File: config.mk
export PLATFORM = sky130hd
export DESIGN_NAME = mem_access_stage_flat
export DESIGN_NICKNAME = d
export VERILOG_FILES = /design/src/rtl/mem_access_stage_if.sv /design/src/rtl/mem_access_stage.sv /design/src/flat_wrapper.sv
export SDC_FILE = /design/constraint.sdc
export NUM_CORES = 1
export LEC_CHECK = 0
export ABC_AREA = 1
export CAP_MARGIN = 10
export CORE_AREA = 2 2 121 123
export DETAILED_ROUTE_END_ITERATION = 12
export DIE_AREA = 0 0 123 125
export GPL_ROUTABILITY_DRIVEN = 0
export GPL_TIMING_DRIVEN = 0
export HOLD_SLACK_MARGIN = 0.02
export PLACE_DENSITY = 0.88
export SYNTH_ARGS = -nofsm -noshare
export SYNTH_HDL_FRONTEND = slang
export SYNTH_SLANG_ARGS = --single-unit
export TNS_END_PERCENT = 50
File: constraint.sdc
create_clock -name clk -period 3.4 [get_ports clk]
set_input_delay 0.34 -clock clk [delete_from_list [all_inputs] [get_ports clk]]
set_output_delay 0.34 -clock clk [all_outputs]
set_load 0.005 [all_outputs]
File: src/rtl/mem_access_stage_if.sv
// mem_access_stage_if
// Data-memory request/acknowledge port used by the memory stage.
//   master : the pipeline stage (drives request, consumes response)
//   slave  : the data memory (consumes request, drives response)
// Signals:
//   mem_req   request valid, held high until ack or abandon
//   mem_we    1 = store, 0 = load
//   mem_addr  byte address
//   mem_wdata store data
//   mem_rdata load data, valid with mem_ack
//   mem_ack   response strobe
interface mem_access_stage_if #(
    parameter int N = 32
);
    logic         mem_req;
    logic         mem_we;
    logic [N-1:0] mem_addr;
    logic [N-1:0] mem_wdata;
    logic [N-1:0] mem_rdata;
    logic         mem_ack;

    modport master (
        output mem_req, mem_we, mem_addr, mem_wdata,
        input  mem_rdata, mem_ack
    );

    modport slave (
        input  mem_req, mem_we, mem_addr, mem_wdata,
        output mem_rdata, mem_ack
    );
endinterface

File: src/rtl/mem_access_stage.sv
// mem_access_stage
// Memory stage between the EX/MEM and MEM/WB pipeline registers. Non-memory
// instructions pass straight through combinationally. Loads and stores run
// one request/acknowledge transaction on the data-memory port, stalling
// upstream and emitting bubbles downstream until the result is ready.
// Ports:
//   clk, rst            clock, async active-high reset
//   i_valid_E ..        instruction fields from the EX/MEM register
//   o_stall_M           upstream must hold its instruction
//   o_regw_M ..         fields for the MEM/WB register
//   o_fault_M           one-cycle pulse when an access was abandoned
//   dmem                data-memory port (master side)
//
// state | meaning
// IDLE  | pass-through, or accept a new access
// WAIT  | request outstanding, counting cycles without ack
// DONE  | present latched result for one cycle, then back to IDLE
module mem_access_stage #(
    parameter int N       = 32,
    parameter int M       = 4,
    parameter int TIMEOUT = 16
) (
    input  logic         clk,
    input  logic         rst,
    input  logic         i_valid_E,
    input  logic         i_regw_E,
    input  logic         i_regmem_E,
    input  logic         i_memw_E,
    input  logic [M-1:0] i_regScr_E,
    input  logic [N-1:0] i_ALUrslt_E,
    input  logic [N-1:0] i_wdata_E,
    output logic         o_stall_M,
    output logic         o_regw_M,
    output logic         o_regmem_M,
    output logic [M-1:0] o_regScr_M,
    output logic [N-1:0] o_ALUrslt_M,
    output logic [N-1:0] o_readdata_M,
    output logic         o_fault_M,
    mem_access_stage_if.master dmem
);

    localparam int CW = $clog2(TIMEOUT + 1);
    localparam logic [CW-1:0] TO_CNT = CW'(TIMEOUT);

    typedef enum logic [1:0] {
        ST_IDLE = 2'd0,
        ST_WAIT = 2'd1,
        ST_DONE = 2'd2
    } state_t;

    state_t        r_state;
    state_t        w_state_next;

    logic          r_regw;
    logic          r_regmem;
    logic          r_memw;
    logic [M-1:0]  r_regscr;
    logic [N-1:0]  r_addr;
    logic [N-1:0]  r_wdata;
    logic [N-1:0]  r_rdata;
    logic          r_fault;
    logic [CW-1:0] r_cnt;

    logic          w_acc;
    logic [CW-1:0] w_cnt_inc;
    logic          w_timeout;

    assign w_acc     = i_valid_E & (i_regmem_E | i_memw_E);
    assign w_cnt_inc = r_cnt + CW'(1);
    // Counter holds the number of completed no-ack WAIT cycles, so the
    // TIMEOUT-th such cycle is the last one.
    assign w_timeout = (w_cnt_inc == TO_CNT);

    assign dmem.mem_addr  = r_addr;
    assign dmem.mem_wdata = r_wdata;

    always_ff @(posedge clk or posedge rst) begin
        if (rst) begin
            r_state <= ST_IDLE;
        end else begin
            r_state <= w_state_next;
        end
    end

    always_ff @(posedge clk or posedge rst) begin
        if (rst) begin
            r_regw   <= 1'b0;
            r_regmem <= 1'b0;
            r_memw   <= 1'b0;
            r_regscr <= '0;
            r_addr   <= '0;
            r_wdata  <= '0;
            r_rdata  <= '0;
            r_fault  <= 1'b0;
            r_cnt    <= '0;
        end else begin
            case (r_state)
                ST_IDLE: begin
                    if (w_acc) begin
                        r_regw   <= i_regw_E;
                        r_regmem <= i_regmem_E;
                        // A load+store combination is treated as a load.
                        r_memw   <= i_memw_E & ~i_regmem_E;
                        r_regscr <= i_regScr_E;
                        r_addr   <= i_ALUrslt_E;
                        r_wdata  <= i_wdata_E;
                        r_rdata  <= '0;
                        r_fault  <= 1'b0;
                        r_cnt    <= '0;
                    end
                end
                ST_WAIT: begin
                    if (dmem.mem_ack) begin
                        r_rdata <= r_memw ? '0 : dmem.mem_rdata;
                    end else begin
                        r_cnt <= w_cnt_inc;
                        if (w_timeout) begin
                            r_rdata <= '0;
                            r_fault <= 1'b1;
                        end
                    end
                end
                ST_DONE: begin
                    r_fault <= 1'b0;
                end
                default: begin
                    r_fault <= 1'b0;
                end
            endcase
        end
    end

    always_comb begin
        w_state_next = r_state;
        o_stall_M    = 1'b0;
        o_regw_M     = 1'b0;
        o_regmem_M   = 1'b0;
        o_regScr_M   = '0;
        o_ALUrslt_M  = '0;
        o_readdata_M = '0;
        o_fault_M    = 1'b0;
        dmem.mem_req = 1'b0;
        dmem.mem_we  = 1'b0;

        case (r_state)
            ST_IDLE: begin
                if (w_acc) begin
                    o_stall_M    = 1'b1;
                    w_state_next = ST_WAIT;
                end else if (i_valid_E) begin
                    o_regw_M    = i_regw_E;
                    o_regScr_M  = i_regScr_E;
                    o_ALUrslt_M = i_ALUrslt_E;
                end
            end
            ST_WAIT: begin
                dmem.mem_req = 1'b1;
                dmem.mem_we  = r_memw;
                o_stall_M    = 1'b1;
                if (dmem.mem_ack || w_timeout) begin
                    w_state_next = ST_DONE;
                end
            end
            ST_DONE: begin
                // The same instruction is still on the _E inputs here, so
                // acc is deliberately ignored in this state.
                o_regw_M     = r_regw;
                o_regmem_M   = r_regmem;
                o_regScr_M   = r_regscr;
                o_ALUrslt_M  = r_addr;
                o_readdata_M = r_rdata;
                o_fault_M    = r_fault;
                w_state_next = ST_IDLE;
            end
            default: begin
                w_state_next = ST_IDLE;
            end
        endcase

        // Pass-through is combinational, so reset must mask it explicitly.
        if (rst) begin
            o_stall_M    = 1'b0;
            o_regw_M     = 1'b0;
            o_regmem_M   = 1'b0;
            o_regScr_M   = '0;
            o_ALUrslt_M  = '0;
            o_readdata_M = '0;
            o_fault_M    = 1'b0;
            dmem.mem_req = 1'b0;
            dmem.mem_we  = 1'b0;
        end
    end

endmodule

File: src/flat_wrapper.sv
// flat-port wrapper written by rule: the top's interface ports become plain ports
module mem_access_stage_flat 
#(
    parameter int N       = 32,
    parameter int M       = 4,
    parameter int TIMEOUT = 16
)
  (clk, rst, i_valid_E, i_regw_E, i_regmem_E, i_memw_E, i_regScr_E, i_ALUrslt_E, i_wdata_E, o_stall_M, o_regw_M, o_regmem_M, o_regScr_M, o_ALUrslt_M, o_readdata_M, o_fault_M, dmem_mem_req, dmem_mem_we, dmem_mem_addr, dmem_mem_wdata, dmem_mem_rdata, dmem_mem_ack);
  mem_access_stage_if #(.N(N)) dmem_i ();
  input  logic clk;
  input  logic rst;
  input  logic i_valid_E;
  input  logic i_regw_E;
  input  logic i_regmem_E;
  input  logic i_memw_E;
  input  logic [M-1:0] i_regScr_E;
  input  logic [N-1:0] i_ALUrslt_E;
  input  logic [N-1:0] i_wdata_E;
  output logic o_stall_M;
  output logic o_regw_M;
  output logic o_regmem_M;
  output logic [M-1:0] o_regScr_M;
  output logic [N-1:0] o_ALUrslt_M;
  output logic [N-1:0] o_readdata_M;
  output logic o_fault_M;
  output wire logic [$bits(dmem_i.mem_req)-1:0] dmem_mem_req;
  output wire logic [$bits(dmem_i.mem_we)-1:0] dmem_mem_we;
  output wire logic [$bits(dmem_i.mem_addr)-1:0] dmem_mem_addr;
  output wire logic [$bits(dmem_i.mem_wdata)-1:0] dmem_mem_wdata;
  input wire logic [$bits(dmem_i.mem_rdata)-1:0] dmem_mem_rdata;
  input wire logic [$bits(dmem_i.mem_ack)-1:0] dmem_mem_ack;
  assign dmem_mem_req = dmem_i.mem_req;
  assign dmem_mem_we = dmem_i.mem_we;
  assign dmem_mem_addr = dmem_i.mem_addr;
  assign dmem_mem_wdata = dmem_i.mem_wdata;
  assign dmem_i.mem_rdata = dmem_mem_rdata;
  assign dmem_i.mem_ack = dmem_mem_ack;
  mem_access_stage #(.N(N), .M(M), .TIMEOUT(TIMEOUT)) u_core (.clk(clk), .rst(rst), .i_valid_E(i_valid_E), .i_regw_E(i_regw_E), .i_regmem_E(i_regmem_E), .i_memw_E(i_memw_E), .i_regScr_E(i_regScr_E), .i_ALUrslt_E(i_ALUrslt_E), .i_wdata_E(i_wdata_E), .o_stall_M(o_stall_M), .o_regw_M(o_regw_M), .o_regmem_M(o_regmem_M), .o_regScr_M(o_regScr_M), .o_ALUrslt_M(o_ALUrslt_M), .o_readdata_M(o_readdata_M), .o_fault_M(o_fault_M), .dmem(dmem_i));
endmodule
==> impl_metrics.json <==
{
  "fin_area_um2": 8129,
  "synth_fp_nets": 795,
  "wl_per_cell_um": 14.53,
  "floorplan.rows": 44,
  "r2r_setup_slk_ns": 1.63,
  "setup-violations-final": 0,
  "clk_pin_slew_worst_paths_ns": 0.07,
  "critical_path_required_ns": 3.06,
  "timing.fmax_mhz": 324.9,
  "viasPerCell": 4.629,
  "critical_path_peak_fanout": 10,
  "place_area_um2": 7841,
  "post_synth_instance_area_um2": 5115,
  "layout_commonest_cell": "sky130_fd_sc_hd__nand2_1",
  "power_density_nw_per_um2": 559.4,
  "drive_above_1_share_pct": 5.269,
  "slew_of_the_pin_with_the_lowest_slew_margin_ns": 0.7338,
  "min_period_over_period_pct": 90.51,
  "cts.root.buffer_cell": "sky130_fd_sc_hd__clkbuf_16",
  "yosysSeqAreaShare_pct": 54.31,
  "fin_setup_tns_ns": 0,
  "p_leak_uw": 0.003789,
  "diodes": 0,
  "grtUsageMet2_pct": 36.27,
  "layout_min_cycle_time_ns": 3.077,
  "vias": 5245,
  "irDropWorstVdd_mv": 0.3674,
  "global_route.overflow_total": 0,
  "design.final.nets": 1052,
  "worst_hold_path_type": "flip-flop to flip-flop",
  "total_routing_usage_gr_pct": 21.61,
  "1st_iter_drt_viols": 305,
  "synthesis.area_per_instance_um2": 7.445,
  "totalWireLength_um": 16470,
  "cts.repair.resized": 0,
  "timing_hold_violations_final": 0,
  "placeable_core_region_um2": 14200,
  "synth_to_layout_area_growth_pct": 58.93,
  "ioPinCount": 245,
  "die_height_um": 125,
  "cts-htree-levels": 3,
  "drc_errors": 0,
  "number_of_setup_buffers_added_after_cts": 0,
  "grt_antenna_before_repair": 0,
  "die_area_um2": 15380,
  "initial_core_util_pct": 36.01,
  "cts_buffers": 9,
  "route.antenna.remaining_nets": 0,
  "most-common-layout-cells": "389 x sky130_fd_sc_hd__nand2_1, 243 x sky130_fd_sc_hd__clkdlybuf4s50_1, 111 x sky130_fd_sc_hd__dfrtp_1, 42 x sky130_fd_sc_hd__inv_1, 42 x sky130_fd_sc_hd__a21oi_1",
  "tritoncts": "built",
  "yosys_warnings": 0,
  "clk_latency_ns": 0.34,
  "critPathCaptureType": "primary output",
  "ctsHoldBuffers": 0,
  "startpoint_type": "flip-flop",
  "first_pass_grt_wire_length_um": 25780,
  "status": "finished clean",
  "cp_data_arrival_time_ns": 2.74,
  "final-max-slew-violation-count": 0,
  "met3_usage_pct": 7.117,
  "grt.busiest_layer": "met2",
  "number_of_global_route_vias_before_repair": 5061,
  "criticalPathCategory": "flip-flop to primary output",
  "tritoncts_num_sinks": 111,
  "slew-limit-headroom_pct": 51.08,
  "setup_repair_after_global_routing_missed_its_margin": "no",
  "final.setup_skew_ns": 0.008249,
  "syn-instance-count": 687,
  "drv_cap": 0,
  "grt_use_met1_pct": 26.04,
  "die_width_um": 123,
  "io_buffer_count": 243,
  "synth_cell_type_count": 24,
  "dp_hpwl_um": 12450,
  "fillCellCount": 1282,
  "detailed_routing_iteration_count_for_the_pre_antenna_repair_pass": 7,
  "cts.path.max_buffers": 2,
  "grt_max_degree": 40,
  "yosys_register_bits": 111
}
==> flip-flops by register name, summed over array words and instances, names as in the netlist <==
signal / count
u_core.r_rdata: 32
u_core.dmem.mem_wdata: 32
u_core.r_cnt: 5
u_core.dmem.mem_addr: 32
u_core.r_regscr: 4
u_core.r_state: 2
u_core.r_regw: 1
u_core.r_regmem: 1
u_core.r_memw: 1
u_core.r_fault: 1
==> kinds of logic (layout without fill, tap and decap cells) <==
| family | count (synthesis) | after routing | share of synthesized area (%) |
|---|---|---|---|
| AND/OR/NAND/NOR | 444 | 444 | 33.56 |
| AO/OA/AOI/OAI | 51 | 51 | 5.260 |
| adder cells (fa/ha/maj) | 1 | 1 | 0.2446 |
| buffers and inverters | 80 | 342 | 6.629 |
| flip-flops | 111 | 111 | 54.31 |
==> power breakdown <==
| group | leakage, uW | switching (uW) | internal [uW] |
|---|---|---|---|
| Clock | 0.000143 | 463 | 559 |
| Sequential | 0.00142 | 267 | 1700 |
| Combinational | 0.00223 | 706 | 847 |
==> through the flow <==
stage / hold WS, ns / setup slack (ns) / util, % / std cells / total power [uW]
2_1_floorplan: 0.4419 / 1.314 / - / 687 / 2570
3_3_place_gp: 0.4537 / 0.3965 / 54.78 / 1114 / 3492
3_5_place_dp: 0.4574 / 0.4687 / 55.21 / 1117 / 3549
4_1_cts: 0.4747 / 0.2835 / 57.23 / 1133 / 4589
5_1_grt: 0.4886 / 0.1156 / 57.23 / 1133 / 4851
6_report: 0.4725 / 0.3226 / 57.23 / 1133 / 4547
==> synthesized netlist by cell type <==
master | number | area, um2
sky130_fd_sc_hd__o21a_1 | 1 | 7.510
sky130_fd_sc_hd__a22o_1 | 1 | 8.760
sky130_fd_sc_hd__a21oi_1 | 42 | 210.2
sky130_fd_sc_hd__o22ai_1 | 1 | 6.260
sky130_fd_sc_hd__nand2_2 | 2 | 12.51
sky130_fd_sc_hd__buf_4 | 5 | 37.54
sky130_fd_sc_hd__nor3_2 | 1 | 10.01
sky130_fd_sc_hd__nand3_1 | 5 | 25.02
sky130_fd_sc_hd__or2_1 | 1 | 6.260
sky130_fd_sc_hd__nor2_8 | 1 | 20.02
sky130_fd_sc_hd__nand2_1 | 389 | 1460
sky130_fd_sc_hd__inv_2 | 3 | 11.26
sky130_fd_sc_hd__nor2_2 | 3 | 18.77
sky130_fd_sc_hd__buf_2 | 16 | 80.08
sky130_fd_sc_hd__o31ai_1 | 1 | 7.510
sky130_fd_sc_hd__ha_1 | 1 | 12.51
sky130_fd_sc_hd__inv_1 | 43 | 161.4
sky130_fd_sc_hd__o21ai_2 | 1 | 8.760
sky130_fd_sc_hd__nor2_1 | 39 | 146.4
sky130_fd_sc_hd__clkbuf_1 | 13 | 48.80
sky130_fd_sc_hd__nand4_1 | 2 | 12.51
sky130_fd_sc_hd__o21ai_0 | 4 | 20.02
sky130_fd_sc_hd__nor3_1 | 1 | 5.000
sky130_fd_sc_hd__dfrtp_1 | 111 | 2778
==> metal layers <==
metal | share of wire (%) | wire [um] | vias to the layer above
li1 | - | - | 2581
met1 | 40 | 6557 | 2409
met2 | 48 | 7976 | 234
met3 | 10 | 1645 | 21
met4 | 1.7 | 286 | 0
met5 | 0 | 0 | -
==> final cells by class <==
type	instances	area [um2]	area share, %
clock inverters	2	13.76	0.1693
multi-input cells	496	1998	24.58
well taps	184	230.2	2.832
flip-flops and latches	111	2778	34.17
repair buffers	246	2492	30.66
clock buffers	14	274.0	3.371
plain buffers	34	166.4	2.047
inverters	46	176.4	2.170
==> critical path: stages (launching register included) <==
cell,delay [ns]
sky130_fd_sc_hd__dfrtp_1,0.38
sky130_fd_sc_hd__inv_1,0.09
sky130_fd_sc_hd__nor2_2,0.46
sky130_fd_sc_hd__clkbuf_1,0.50
sky130_fd_sc_hd__nand2_1,0.10
sky130_fd_sc_hd__a21oi_1,0.29
sky130_fd_sc_hd__clkdlybuf4s50_1,0.56
==> final timing paths <==
kind                                        start                  endpoint  depth (start not counted)
worst max-delay path            u_core.r_state[1]            o_ALUrslt_M[4]                          6
worst min-delay path            u_core.r_rdata[5]         u_core.r_rdata[5]                          2
worst max register to register  u_core.r_state[0]        u_core.r_rdata[13]                          9
worst min register to register  u_core.r_rdata[5]         u_core.r_rdata[5]                          2
max in group asynchronous                     rst           u_core.r_cnt[1]                          5
min in group asynchronous                     rst  u_core.dmem.mem_addr[11]                          3
Note: power is estimated with default switching activity, not from simulation.
